**src/rtl/croc_artya7_pkg.sv**
```systemverilog
// Shared types and defaults for the Arty A7 croc_soc board glue.
// The per-pin pad drive rule lives here so every pin applies it identically.
package croc_artya7_pkg;

  localparam int GpioCountDefault      = 16;
  localparam int SyncStagesDefault     = 2;
  localparam int DebounceCyclesDefault = 1000;  // 10 us at 100 MHz clk_sys

  typedef logic [GpioCountDefault-1:0] gpio_vec_t;

  typedef enum logic {
    PAD_PUSH_PULL  = 1'b0,
    PAD_OPEN_DRAIN = 1'b1
  } pad_mode_e;

  typedef struct packed {
    logic o;
    logic oe;
  } pad_drive_t;

  // Open-drain pins only ever pull low; a logic 1 releases the pad.
  function automatic pad_drive_t pad_drive(input logic o, input logic oe, input pad_mode_e mode);
    pad_drive_t d;
    d.o  = o;
    d.oe = oe;
    if (mode == PAD_OPEN_DRAIN) begin
      d.o  = 1'b0;
      d.oe = oe & ~o;
    end
    return d;
  endfunction

endpackage

```
**src/rtl/croc_artya7_gpio_debounce.sv**
```systemverilog
// One GPIO input pin: synchroniser, stability counter, debounced level and
// single-cycle rise/fall event pulses aligned with the debounced level change.
module croc_artya7_gpio_debounce
  import croc_artya7_pkg::*;
#(
  parameter int SyncStages     = SyncStagesDefault,
  parameter int DebounceCycles = DebounceCyclesDefault
) (
  input  logic clk_i,
  input  logic rst,
  input  logic pad_i,
  output logic deb_o,
  output logic rise_o,
  output logic fall_o
);

  if (SyncStages < 2) begin : g_bad_sync_stages
    $error("croc_artya7_gpio_debounce: SyncStages must be >= 2");
  end
  if (DebounceCycles < 1) begin : g_bad_debounce_cycles
    $error("croc_artya7_gpio_debounce: DebounceCycles must be >= 1");
  end

  localparam int CntWidth = $clog2(DebounceCycles + 1);
  localparam logic [CntWidth-1:0] CntMax = CntWidth'(DebounceCycles - 1);

  logic [SyncStages-1:0] r_sync;
  logic [CntWidth-1:0]   r_cnt;
  logic                  r_deb;
  logic                  r_deb_d1;
  logic                  w_sync;

  assign w_sync = r_sync[SyncStages-1];

  always_ff @(posedge clk_i) begin
    if (rst) begin
      // NOTE: the synchroniser chain is reset as well, so a pin held high
      // through reset is re-qualified from zero rather than seen instantly.
      r_sync   <= '0;
      r_cnt    <= '0;
      r_deb    <= 1'b0;
      r_deb_d1 <= 1'b0;
    end else begin
      r_sync   <= {r_sync[SyncStages-2:0], pad_i};
      r_deb_d1 <= r_deb;
      if (w_sync == r_deb) begin
        r_cnt <= '0;
      end else if (r_cnt == CntMax) begin
        r_deb <= w_sync;
        r_cnt <= '0;
      end else begin
        r_cnt <= r_cnt + CntWidth'(1);
      end
    end
  end

  assign deb_o  = r_deb;
  assign rise_o = r_deb & ~r_deb_d1;
  assign fall_o = ~r_deb & r_deb_d1;

endmodule

```
**src/rtl/croc_artya7_gpio_pads.sv**
```systemverilog
// GPIO pad controller between croc_soc and the FPGA IOBUFs: registered
// push-pull/open-drain output drive plus debounced inputs with edge events.
module croc_artya7_gpio_pads
  import croc_artya7_pkg::*;
#(
  parameter int GpioCount      = GpioCountDefault,
  parameter int SyncStages     = SyncStagesDefault,
  parameter int DebounceCycles = DebounceCyclesDefault
) (
  input  logic                 clk_i,
  input  logic                 rst,
  input  logic [GpioCount-1:0] soc_gpio_o_i,
  input  logic [GpioCount-1:0] soc_gpio_oe_i,
  input  logic [GpioCount-1:0] od_en_i,
  output logic [GpioCount-1:0] soc_gpio_i_o,
  output logic [GpioCount-1:0] gpio_rise_o,
  output logic [GpioCount-1:0] gpio_fall_o,
  input  logic [GpioCount-1:0] pad_i,
  output logic [GpioCount-1:0] pad_o,
  output logic [GpioCount-1:0] pad_oe_o
);

  logic [GpioCount-1:0] w_pad_o_nxt;
  logic [GpioCount-1:0] w_pad_oe_nxt;
  logic [GpioCount-1:0] r_pad_o;
  logic [GpioCount-1:0] r_pad_oe;

  always_comb begin
    // NOTE: defaults first so no path through this block can infer a latch.
    w_pad_o_nxt  = '0;
    w_pad_oe_nxt = '0;
    for (int i = 0; i < GpioCount; i++) begin
      {w_pad_o_nxt[i], w_pad_oe_nxt[i]} =
        pad_drive(soc_gpio_o_i[i], soc_gpio_oe_i[i], pad_mode_e'(od_en_i[i]));
    end
  end

  always_ff @(posedge clk_i) begin
    // NOTE: state uses non-blocking assignments so every flop samples
    // pre-edge values regardless of statement order.
    if (rst) begin
      r_pad_o  <= '0;
      r_pad_oe <= '0;
    end else begin
      r_pad_o  <= w_pad_o_nxt;
      r_pad_oe <= w_pad_oe_nxt;
    end
  end

  assign pad_o    = r_pad_o;
  assign pad_oe_o = r_pad_oe;

  for (genvar g = 0; g < GpioCount; g++) begin : g_pin
    croc_artya7_gpio_debounce #(
      .SyncStages     (SyncStages),
      .DebounceCycles (DebounceCycles)
    ) u_debounce (
      .clk_i  (clk_i),
      .rst    (rst),
      .pad_i  (pad_i[g]),
      .deb_o  (soc_gpio_i_o[g]),
      .rise_o (gpio_rise_o[g]),
      .fall_o (gpio_fall_o[g])
    );
  end

endmodule

```
**config.mk**
```make
export PLATFORM = sky130hd
export DESIGN_NAME = croc_artya7_gpio_pads
export DESIGN_NICKNAME = d
export VERILOG_FILES = /design/src/rtl/croc_artya7_pkg.sv /design/src/rtl/croc_artya7_gpio_debounce.sv /design/src/rtl/croc_artya7_gpio_pads.sv
export SDC_FILE = /design/constraint.sdc
export NUM_CORES = 1
export LEC_CHECK = 0
export BUFFER_PORTS_ARGS = -buffer_cell sky130_fd_sc_hd__buf_4
export CORE_AREA = 4 4 167 169
export DETAILED_ROUTE_END_ITERATION = 12
export DIE_AREA = 0 0 171 173
export HOLD_SLACK_MARGIN = 0.02
export PLACE_DENSITY = 0.63
export SLEW_MARGIN = 30
export SYNTH_ARGS = -nofsm -noshare
export SYNTH_HDL_FRONTEND = slang
export SYNTH_SLANG_ARGS = --single-unit
```
**constraint.sdc**
```tcl
create_clock -name clk_i -period 1.4 [get_ports clk_i]
set_input_delay 0.14 -clock clk_i [delete_from_list [all_inputs] [get_ports clk_i]]
set_output_delay 0.14 -clock clk_i [all_outputs]
set_load 0.03 [all_outputs]
```
==> results of run 1 <==
-- metal layers --
metal  share of wire  GRT usage  vias to the layer above
li1                -          -                     4267
met5               0          0                        -
met2            0.50      0.244                      114
met1            0.44      0.167                     3794
met3           0.037     0.0272                       31
met4           0.021     0.0333                        0
-- synth_stat cells, drive strengths merged (15+ instances only) --
| library cell | instances |
|---|---|
| dfxtp | 256 |
| nor2 | 147 |
| nor2b | 95 |
| nand2 | 61 |
| nand3 | 59 |
| xnor2 | 59 |
| buf | 51 |
| and3 | 47 |
| xor2 | 45 |
| inv | 29 |
| nor3b | 21 |
| a21oi | 20 |
| a31oi | 18 |
| nand2b | 17 |
| a211oi | 16 |
| ha | 16 |
| mux2i | 16 |
| nor3 | 16 |
| nand4 | 15 |
-- sequential cells by signal, indices dropped and copies added, names as in the netlist --
register,count
pad_o,16
pad_oe_o,16
g_pin.u_debounce.r_cnt,160
g_pin.u_debounce.r_sync,32
g_pin.u_debounce.r_deb_d1,16
g_pin.u_debounce.deb_o,16
-- area by class of cell --
| cell class | instances | area share |
|---|---|---|
| well taps | 341 | 0.0301 |
| inverters | 29 | 0.00767 |
| multi-input cells | 759 | 0.348 |
| clock buffers | 40 | 0.0583 |
| flip-flops and latches | 256 | 0.365 |
| repair buffers | 299 | 0.179 |
| clock inverters | 10 | 0.0110 |
-- where the power goes --
group	internal [uW]	switching [uW]
logic	435	328
registers	7360	39.2
clock network	4820	2870
total	12600	3240
-- path summary, 6_finish.rpt --
path                                                    start                           end  slack, ns  depth (start not counted)
worst min-delay path                                      rst     g_pin[1].u_debounce.deb_o       0.04                          3
worst min register to register   g_pin[6].u_debounce.r_cnt[0]  g_pin[6].u_debounce.r_cnt[0]       0.42                          1
worst max-delay path            g_pin[12].u_debounce.r_cnt[1]    g_pin[12].u_debounce.deb_o      -0.02                          5
worst max register to register  g_pin[12].u_debounce.r_cnt[1]    g_pin[12].u_debounce.deb_o      -0.02                          5
-- per-stage QoR --
stage | TNS (ns) | hold slack [ns] | util | instances | setup WS, ns
floorplan | -0.0265 | 0.216 | - | 1106 | -0.0142
global placement | 0 | 0.311 | 0.451 | 1587 | 0.0199
detailed placement | -0.478 | 0.313 | 0.451 | 1587 | -0.0762
CTS | -0.230 | 0.00922 | 0.526 | 1734 | -0.0428
global route | -0.442 | 0.0346 | 0.534 | 1734 | -0.0983
finish | -0.0227 | 0.0413 | 0.534 | 1734 | -0.0222
-- logic make-up (layout without fill, tap and decap cells) --
kind of cell / after synthesis / in the layout / share of synthesized area
simple gates: 523 / 523 / 0.269
flops: 256 / 256 / 0.492
xor+xnor: 104 / 104 / 0.0874
compound gates: 100 / 100 / 0.0665
buf+inv: 91 / 378 / 0.0507
fa+ha+maj: 16 / 16 / 0.0192
mux: 16 / 16 / 0.0154
-- worst min-delay path: stages --
cell and delay [ns]:
buf_4 0.12, buf_12 0.18, nor2_1 0.06
-- repair_timing --
item / 4_1_cts / 5_1_grt
hold buffers: 93 / 0
setup buffers: 8 / 2
resized for setup: 29 / 56
gates cloned: 0 / 0
endpoints found under the hold margin: 60 / 0
setup endpoints to repair: 44 / 69
pin swaps: 0 / 6
==> flow_summary_export.csv, run 1 <==
group,metric,value,unit
critical_path,critical_path.slowest_cell,"or3b_4",
route,ant_nets,0,
sta,clock.fmax,703,MHz
run,max_cap_violations,0,
placement,placement.cell_area,0.0120,mm2
power_and_ir_drop,post-layout-total-power,15900,uW
yosys,yosys.area.top_type_share,0.492,
placement,gpl.final_weighted_congestion,0.800,
global_routing,grt_start_max_net_pins,31,
placement,portBuffers,145,
yosys,synthesis.nets,1188,
critical_path,cp_data_required_time,1.81,ns
sta,rsz_0062_raised_after_global_routing,"yes",
floorplanning,io_pins,146,
floorplanning,design.die.area,0.0296,mm2
sta,maxSlewViolCount,0,
clock_tree,cts.sinks,256,
global_routing,antenna_violations_before_repair,0,
layout,multi_input_area,0.00494,mm2
yosys,synth_async_sr_flop_share,0,
route,number_of_detailed_routing_iterations_run_before_antenna_repair,4,
critical_path,critPathArrivalTime,1.83,ns
clock_tree,cts-buffers-inserted,28,
min_path,hold_path_class,"input port to flop",
global_routing,grt_pass1_vias,7877,
floorplanning,floorplan.die.width,171,um
global_routing,global_route_wire_length_before_repair,35.2,mm
route,route.detailed.drc,0,
sta,worst_slew_margin_rel,0.768,
critical_path,path_cells,"ha_4 > and4bb_1 > or3b_4 > mux2i_1 > nor2_1",
clock_tree,cts-root-buf,"clkbuf_16",
sta,fraction_of_the_cycle_the_final_worst_path_needs,1.02,
floorplanning,row_count,60,
sta,setup-violations-final,2,
floorplanning,start_util,0.392,
critical_path,cpPeakStageDelay,0.41,ns
floorplanning,placeableCoreArea,0.0266,mm2
yosys,synth.yosys.warnings,0,
sta,clock_skew,0.00588,ns
layout,finish.net_count,1455,
route,via_count,8206,
yosys,synth_top_cells_by_area,"dfxtp_1 (49%), nor2b_1 (5.7%), nor2_1 (5.3%), xnor2_1 (5.0%), xor2_1 (3.8%)",
power_and_ir_drop,leakagePower,0.00594,uW
clock_tree,htreeDepth,1,
yosys,netlist_area,0.0104,mm2
sta,final_period_demand_of_the_worst_path,1.42,ns
layout,design_area,0.0142,mm2
power_and_ir_drop,cellPowerDensity,1120,mW/mm2
yosys,synth_largest_area_cell,"dfxtp_1",
critical_path,path_buf_inv,0,
yosys,synth_sequential_area_ratio,0.492,
yosys,synth_enable_flop_cells,0,
global_routing,grt_use_total,0.136,
yosys,dominantRegCellSynth,"dfxtp_1",
clock_tree,source_to_sink_clock_delay_at_the_later_pin_of_the_worst_skew_pair,0.52,ns
layout,layout-drive-gt1-share,0.235,
route,route.detailed.vias_per_inst,4.73,
sta,report.final.hold_viol_count,0,
sta,tightestPinTransition,0.347,ns
route,avgRoutedWirePerCell,12.1,um
critical_path,cp-end-kind,"flop",
critical_path,cp-start-kind,"flop",
yosys,synth.ff_latch_count,256,
route,routed_wire_length,21.1,mm
sta,minimum_setup_slack_in_the_final_design,-0.0222,ns
status,violations_in_the_final_reports,"negative setup slack",
floorplanning,die_h,173,um
clock_tree,clk_pin_slew,0.06,ns
clock_tree,tritoncts,"built",
layout,filler_cell_count,2420,
placement,final_hpwl_dp,13.8,mm
yosys,syn_inst,1106,
critical_path,path_class,"flop to flop",
status,result_of_the_run,"complete, but fails checks",
critical_path,cp_max_fo,3,
power_and_ir_drop,max_rail_drop_vdd,0.882,mV
global_routing,grt.overflow.total,0,
yosys,synth.avg_cell_area,9.42,um2
critical_path,cpLargestDelayFamily,"simple AND/OR/NAND/NOR gates",
clock_tree,clockBufferDepth,3,
layout,flow.area_growth_from_synthesis,36.2,%
layout,register_area,0.00518,mm2
route,detail_route.iter0.violations,249,
layout,layout.cells.most_common_list,"dfxtp_1 (235), buf_4 (193), nor2_1 (146), dlygate4sd3_1 (93), nor2b_1 (83)",
layout,mostFrequentLayoutCell,"dfxtp_1",
layout,diodes,0,
yosys,synth_cell_types,39,
Note: power is estimated with default switching activity, not from simulation.
==> inputs of run 2 (changes only) <==
- CTS_BUF_LIST: default -> sky130_fd_sc_hd__clkbuf_8 sky130_fd_sc_hd__clkbuf_16
- PLACE_DENSITY: 0.63 -> 0.6
- clock period: 1.4 -> 1.5 ns (I/O delays scaled with it)
==> flow_summary_export.csv, run 2 (synthesized netlist as in run 1, its figures left out) <==
group,metric,value,unit
status,result_of_the_run,"complete, no violations",
floorplanning,row_count,60,
critical_path,timing.critical_path.depth,3,
floorplanning,io_pins,146,
floorplanning,die_h,173,um
clock_tree,cts-buffers-inserted,29,
run,max_cap_violations,0,
power_and_ir_drop,leakagePower,0.00564,uW
clock_tree,tritoncts,"built",
critical_path,cp_data_required_time,1.35,ns
clock_tree,clk_pin_slew,0.06,ns
sta,finalSetupTns,0,ns
clock_tree,cts.sinks,256,
sta,rsz_0062_raised_after_global_routing,"no",
layout,diodes,0,
critical_path,cp-end-kind,"output pin",
layout,largest_register_ff_count,160,
sta,tightestPinTransition,0.371,ns
layout,finish.net_count,1397,
layout,biggestRegsByFlops,"g_pin.u_debounce.r_cnt (160), g_pin.u_debounce.r_sync (32)",
critical_path,cp_max_fo,5,
clock_tree,clockBufferDepth,3,
sta,maxSlewViolCount,0,
route,route.detailed.vias_per_inst,4.67,
global_routing,global_route_wire_length_before_repair,34.7,mm
clock_tree,source_to_sink_clock_delay_at_the_later_pin_of_the_worst_skew_pair,0.53,ns
route,number_of_detailed_routing_iterations_run_before_antenna_repair,4,
critical_path,critPathArrivalTime,1.28,ns
critical_path,timing.reg2reg.worst_path_depth,5,
placement,final_hpwl_dp,13.1,mm
route,routed_wire_length,19.8,mm
clock_tree,cts-root-buf,"clkbuf_16",
power_and_ir_drop,cellPowerDensity,1090,mW/mm2
critical_path,path_cells,"buf_6 > nor2b_1 > buf_4",
global_routing,grt_use_total,0.133,
route,detail_route.iter0.violations,277,
placement,portBuffers,145,
sta,setup-violations-final,0,
sta,worst_slew_margin_rel,0.752,
layout,mostFrequentLayoutCell,"dfxtp_1",
layout,flow.area_growth_from_synthesis,30.2,%
route,route.detailed.drc,0,
floorplanning,placeableCoreArea,0.0266,mm2
critical_path,path_class,"flop to output pin",
global_routing,grt_start_max_net_pins,52,
route,via_count,7837,
floorplanning,floorplan.die.width,171,um
min_path,hold_path_class,"input port to flop",
sta,final_period_demand_of_the_worst_path,1.43,ns
clock_tree,htreeDepth,1,
critical_path,cpLargestDelayFamily,"flip-flops",
critical_path,cp-start-kind,"flop",
critical_path,path_buf_inv,2,
layout,layout.cells.most_common_list,"dfxtp_1 (240), buf_4 (153), nor2_1 (147), nor2b_1 (93), dlygate4sd3_1 (81)",
floorplanning,design.die.area,0.0296,mm2
critical_path,cpPeakStageDelay,0.34,ns
sta,fraction_of_the_cycle_the_final_worst_path_needs,0.952,
layout,finalCoreUtilization,0.510,
global_routing,grt.overflow.total,0,
layout,layout-drive-gt1-share,0.190,
global_routing,antenna_violations_before_repair,0,
placement,gpl.final_weighted_congestion,0.786,
power_and_ir_drop,max_rail_drop_vdd,0.728,mV
sta,report.final.hold_viol_count,0,
critical_path,critical_path.slowest_cell,"dfxtp_2",
global_routing,grt_pass1_vias,7740,
layout,filler_cell_count,2456,
layout,max_flop_register,"g_pin.u_debounce.r_cnt",
min_path,min_delay_path_depth,3,
sta,clock_skew,0.0144,ns
sta,clock.fmax,700,MHz
route,avgRoutedWirePerCell,11.8,um
floorplanning,start_util,0.392,
route,ant_nets,0,
run 2: cell count changes in the layout (fill, tap and decap cells not counted), moves of 7 or more:
cell	delta
inv_1	+7
nor2b_2	-7
nor2b_1	+10
dlygate4sd3_1	-12
dfxtp_4	-13
buf_6	-8
buf_4	-40
dfxtp_2	+8
run 2: what timing repair did:
action,4_1_cts,5_1_grt
endpoints found under the hold margin,48,0
hold buffers,81,0
resized for setup,7,28
buffers inserted,0,1
gates cloned,0,0
setup endpoints to repair,9,43
run 2: per-stage QoR:
stage / worst slack, ns / cell area (um2) / power, uW / std cells / hold slack (ns)
after global routing: 0.000864 / 13600 / 15400 / 1679 / 0.0554
final: 0.0723 / 13600 / 14700 / 1679 / 0.0591
after floorplan: 0.0111 / 10400 / 7320 / 1106 / 0.226
after global placement: 0.0654 / 11700 / 7580 / 1544 / 0.320
after detailed placement: 0.000159 / 11700 / 7590 / 1544 / 0.323
after CTS: 0.00276 / 13500 / 15000 / 1679 / 0.0336
run 2: where the power goes:
group	total [uW]	internal, uW	switching [uW]
Sequential	6930	6890	38.8
Clock	7120	4420	2710
Combinational	663	374	289
run 2: layout make-up:
| cell class | count | area [um2] | area share |
|---|---|---|---|
| multi-input cells | 759 | 4840 | 0.357 |
| clock inverters | 17 | 159 | 0.0117 |
| repair buffers | 240 | 2050 | 0.151 |
| inverters | 29 | 109 | 0.00803 |
| well taps | 341 | 427 | 0.0315 |
| clock buffers | 37 | 836 | 0.0616 |
| flip-flops and latches | 256 | 5140 | 0.379 |
run 2: metal layers:
metal  vias up  track usage  share of wire
met3        37       0.0274          0.046
met1      3541        0.175           0.47
met4         0       0.0353          0.022
met2       119        0.223           0.46
li1       4140            -              -
met5         -            0              0
run 2: path summary, 6_finish.rpt:
kind / startpoint / end / slack [ns]
worst max-delay path: g_pin[15].u_debounce.deb_o / gpio_rise_o[15] / 0.07
worst min-delay path: rst / g_pin[5].u_debounce.deb_o / 0.06
worst max register to register: g_pin[12].u_debounce.r_cnt[0] / g_pin[12].u_debounce.deb_o / 0.08
worst min register to register: g_pin[13].u_debounce.r_sync[0] / g_pin[13].u_debounce.r_sync[1] / 0.43
run 2: worst register-to-register path: stages (launching register included):
cell and delay, ns:
dfxtp_2 0.36, ha_4 0.14, and4bb_1 0.20, or3b_4 0.40
mux2i_1 0.15, nor2_1 0.05
==> inputs of run 3 (changes only) <==
- HOLD_SLACK_MARGIN: 0.02 -> 0.1
- PLACE_DENSITY: 0.6 -> 0.7
- SKIP_LAST_GASP: default -> 1
==> flow_summary_export.csv, run 3 (synthesized netlist as in run 1, its figures left out) <==
group,metric,value,unit
floorplanning,row_count,60,
route,wl_met3,925,um
power_and_ir_drop,seq_power_share,0.471,
route,avgRoutedWirePerCell,12.1,um
sta,maxSlewViolCount,0,
sta,report.final.hold_viol_count,0,
power_and_ir_drop,netSwitchingFraction,0.203,
route,via_count,8029,
global_routing,grt.overflow.total,0,
layout,finish.net_count,1420,
sta,setup-violations-final,0,
clock_tree,source_to_sink_clock_delay_at_the_later_pin_of_the_worst_skew_pair,0.53,ns
critical_path,critical_path.reg2reg.endpoint,"g_pin[12].u_debounce.deb_o",
sta,final_period_demand_of_the_worst_path,1.42,ns
route,top_signal_layer_used,"met4",
sta,clock.fmax,705,MHz
critical_path,path_class,"flop to output pin",
sta,fraction_of_the_cycle_the_final_worst_path_needs,0.945,
power_and_ir_drop,netSwitchingPower,2990,uW
power_and_ir_drop,clock_power_share,0.482,
global_routing,global_route_wire_length_before_repair,34.9,mm
power_and_ir_drop,comb_power_share,0.048,
layout,flow.area_growth_from_synthesis,32.2,%
sta,clock_skew,0.00572,ns
power_and_ir_drop,leakagePower,0.00576,uW
route,route.detailed.vias_per_inst,4.72,
sta,final.hold.worst_slack,0.0960,ns
route,number_of_detailed_routing_iterations_run_before_antenna_repair,4,
floorplanning,floorplan.die.width,171,um
layout,largest_register_ff_count,160,
critical_path,timing.reg2reg.worst_path_depth,5,
route,routed_wire_length,20.5,mm
floorplanning,io_pins,146,
placement,post-place-ws,0.0287,ns
placement,portBuffers,145,
floorplanning,start_util,0.392,
floorplanning,design.die.area,0.0296,mm2
route,detail_route.iter0.violations,339,
critical_path,critical_path.reg2reg.startpoint,"g_pin[12].u_debounce.r_cnt[0]",
route,route.detailed.drc,0,
sta,minimum_setup_slack_in_the_final_design,0.0822,ns
clock_tree,cts.sinks,256,
min_path,min_delay_path_depth,3,
sta,tightestPinTransition,0.766,ns
critical_path,cp_max_fo,6,
critical_path,cp-end-kind,"output pin",
layout,diodes,0,
min_path,hold_path_class,"input port to flop",
global_routing,grt_start_max_net_pins,48,
run,max_cap_violations,0,
layout,biggestRegsByFlops,"g_pin.u_debounce.r_cnt (160), g_pin.u_debounce.r_sync (32)",
clock_tree,htreeDepth,1,
clock_tree,cts-buffers-inserted,28,
route,wirelength_met1,8.91,mm
layout,filler_cell_count,2398,
min_path,worst_hold_startpoint,"rst",
global_routing,grt_pass1_vias,7856,
global_routing,grt_use_total,0.135,
placement,gpl.final_weighted_congestion,0.788,
route,ant_nets,0,
clock_tree,clockBufferDepth,3,
route,routed-wl-met2,10.3,mm
power_and_ir_drop,cellPowerDensity,1070,mW/mm2
clock_tree,tritoncts,"built",
min_path,hold_path_end,"g_pin[8].u_debounce.deb_o",
critical_path,cp_data_required_time,1.35,ns
sta,worst_slew_margin_rel,0.488,
layout,register_area,0.00514,mm2
floorplanning,placeableCoreArea,0.0266,mm2
layout,layout.cells.most_common_list,"dfxtp_1 (241), buf_4 (154), nor2_1 (147), dlygate4sd3_1 (106), nor2b_1 (95)",
layout,max_flop_register,"g_pin.u_debounce.r_cnt",
critical_path,critPathArrivalTime,1.27,ns
status,result_of_the_run,"complete, no violations",
placement,final_hpwl_dp,12.9,mm
clock_tree,clk_pin_slew,0.06,ns
power_and_ir_drop,max_rail_drop_vdd,0.737,mV
power_and_ir_drop,power_report.internal_total,11700,uW
clock_tree,cts-root-buf,"clkbuf_16",
layout,layout-drive-gt1-share,0.184,
layout,multi_input_area,0.00482,mm2
critical_path,worst-r2r-setup-slack,0.08,ns
critical_path,cp-start-kind,"flop",
floorplanning,die_h,173,um
layout,mostFrequentLayoutCell,"dfxtp_1",
global_routing,antenna_violations_before_repair,0,
==> run 3: cell count changes in the layout (fill, tap and decap cells not counted), sizes merged <==
cell	change
dlygate4sd3	+25
clkinvlp	+1
buf	-1
inv	-4
clkbuf	+1
==> run 3: what timing repair did <==
action	CTS	global route
endpoints found under the hold margin	87	3
cloned	0	0
setup buffers	0	1
setup endpoints to repair	2	43
pin swaps	0	1
hold buffers	105	1
gates resized for setup	2	28
==> run 3: worst max-delay path by stage <==
stage,endpoint,slack [ns],start
3_5_place_dp,g_pin[12].u_debounce.deb_o,0.03,g_pin[12].u_debounce.r_cnt[0]
4_1_cts,gpio_fall_o[3],0.002,g_pin[3].u_debounce.deb_o
5_1_grt,g_pin[2].u_debounce.deb_o,-0.006,g_pin[2].u_debounce.r_cnt[0]
6_report,gpio_fall_o[3],0.08,g_pin[3].u_debounce.deb_o
3_3_place_gp,g_pin[12].u_debounce.deb_o,0.06,g_pin[12].u_debounce.r_cnt[0]
2_1_floorplan,g_pin[12].u_debounce.deb_o,0.01,g_pin[12].u_debounce.r_cnt[0]
==> run 3: worst max-delay path, cell delays in order, from the launching register on <==
cell and delay, ns:
dfxtp_2 0.34, nor2b_1 0.19, buf_4 0.21
==> run 3: layout make-up <==
cell class	count	area share
clock buffers	38	0.0617
clock inverters	14	0.0104
inverters	29	0.00790
repair buffers	264	0.166
flip-flops and latches	256	0.374
multi-input cells	759	0.350
well taps	341	0.0310
==> run 3: stage by stage <==
stage | total power [uW] | TNS (ns) | area [um2] | cells | utilization
after CTS | 14900 | 0 | 13700 | 1699 | 0.515
after detailed placement | 7580 | 0 | 11600 | 1542 | 0.438
after floorplan | 7320 | 0 | 10400 | 1106 | -
after global placement | 7570 | 0 | 11600 | 1542 | 0.438
final | 14700 | 0 | 13800 | 1701 | 0.518
after global routing | 15300 | -0.00992 | 13800 | 1701 | 0.518
==> run 3: metal layers <==
| metal | global-route usage | vias to the layer above |
|---|---|---|
| li1 | - | 4200 |
| met1 | 0.165 | 3668 |
| met2 | 0.239 | 119 |
| met3 | 0.0295 | 42 |
| met4 | 0.0383 | 0 |
| met5 | 0 | - |
==> run 3: power groups by stage <==
stage / logic, uW / clock network, uW / registers [uW]
2_1_floorplan: 164 / 0 / 7150
3_3_place_gp: 492 / 0 / 7080
3_5_place_dp: 497 / 0 / 7080
4_1_cts: 688 / 7310 / 6930
5_1_grt: 767 / 7600 / 6940
6_report: 706 / 7090 / 6930
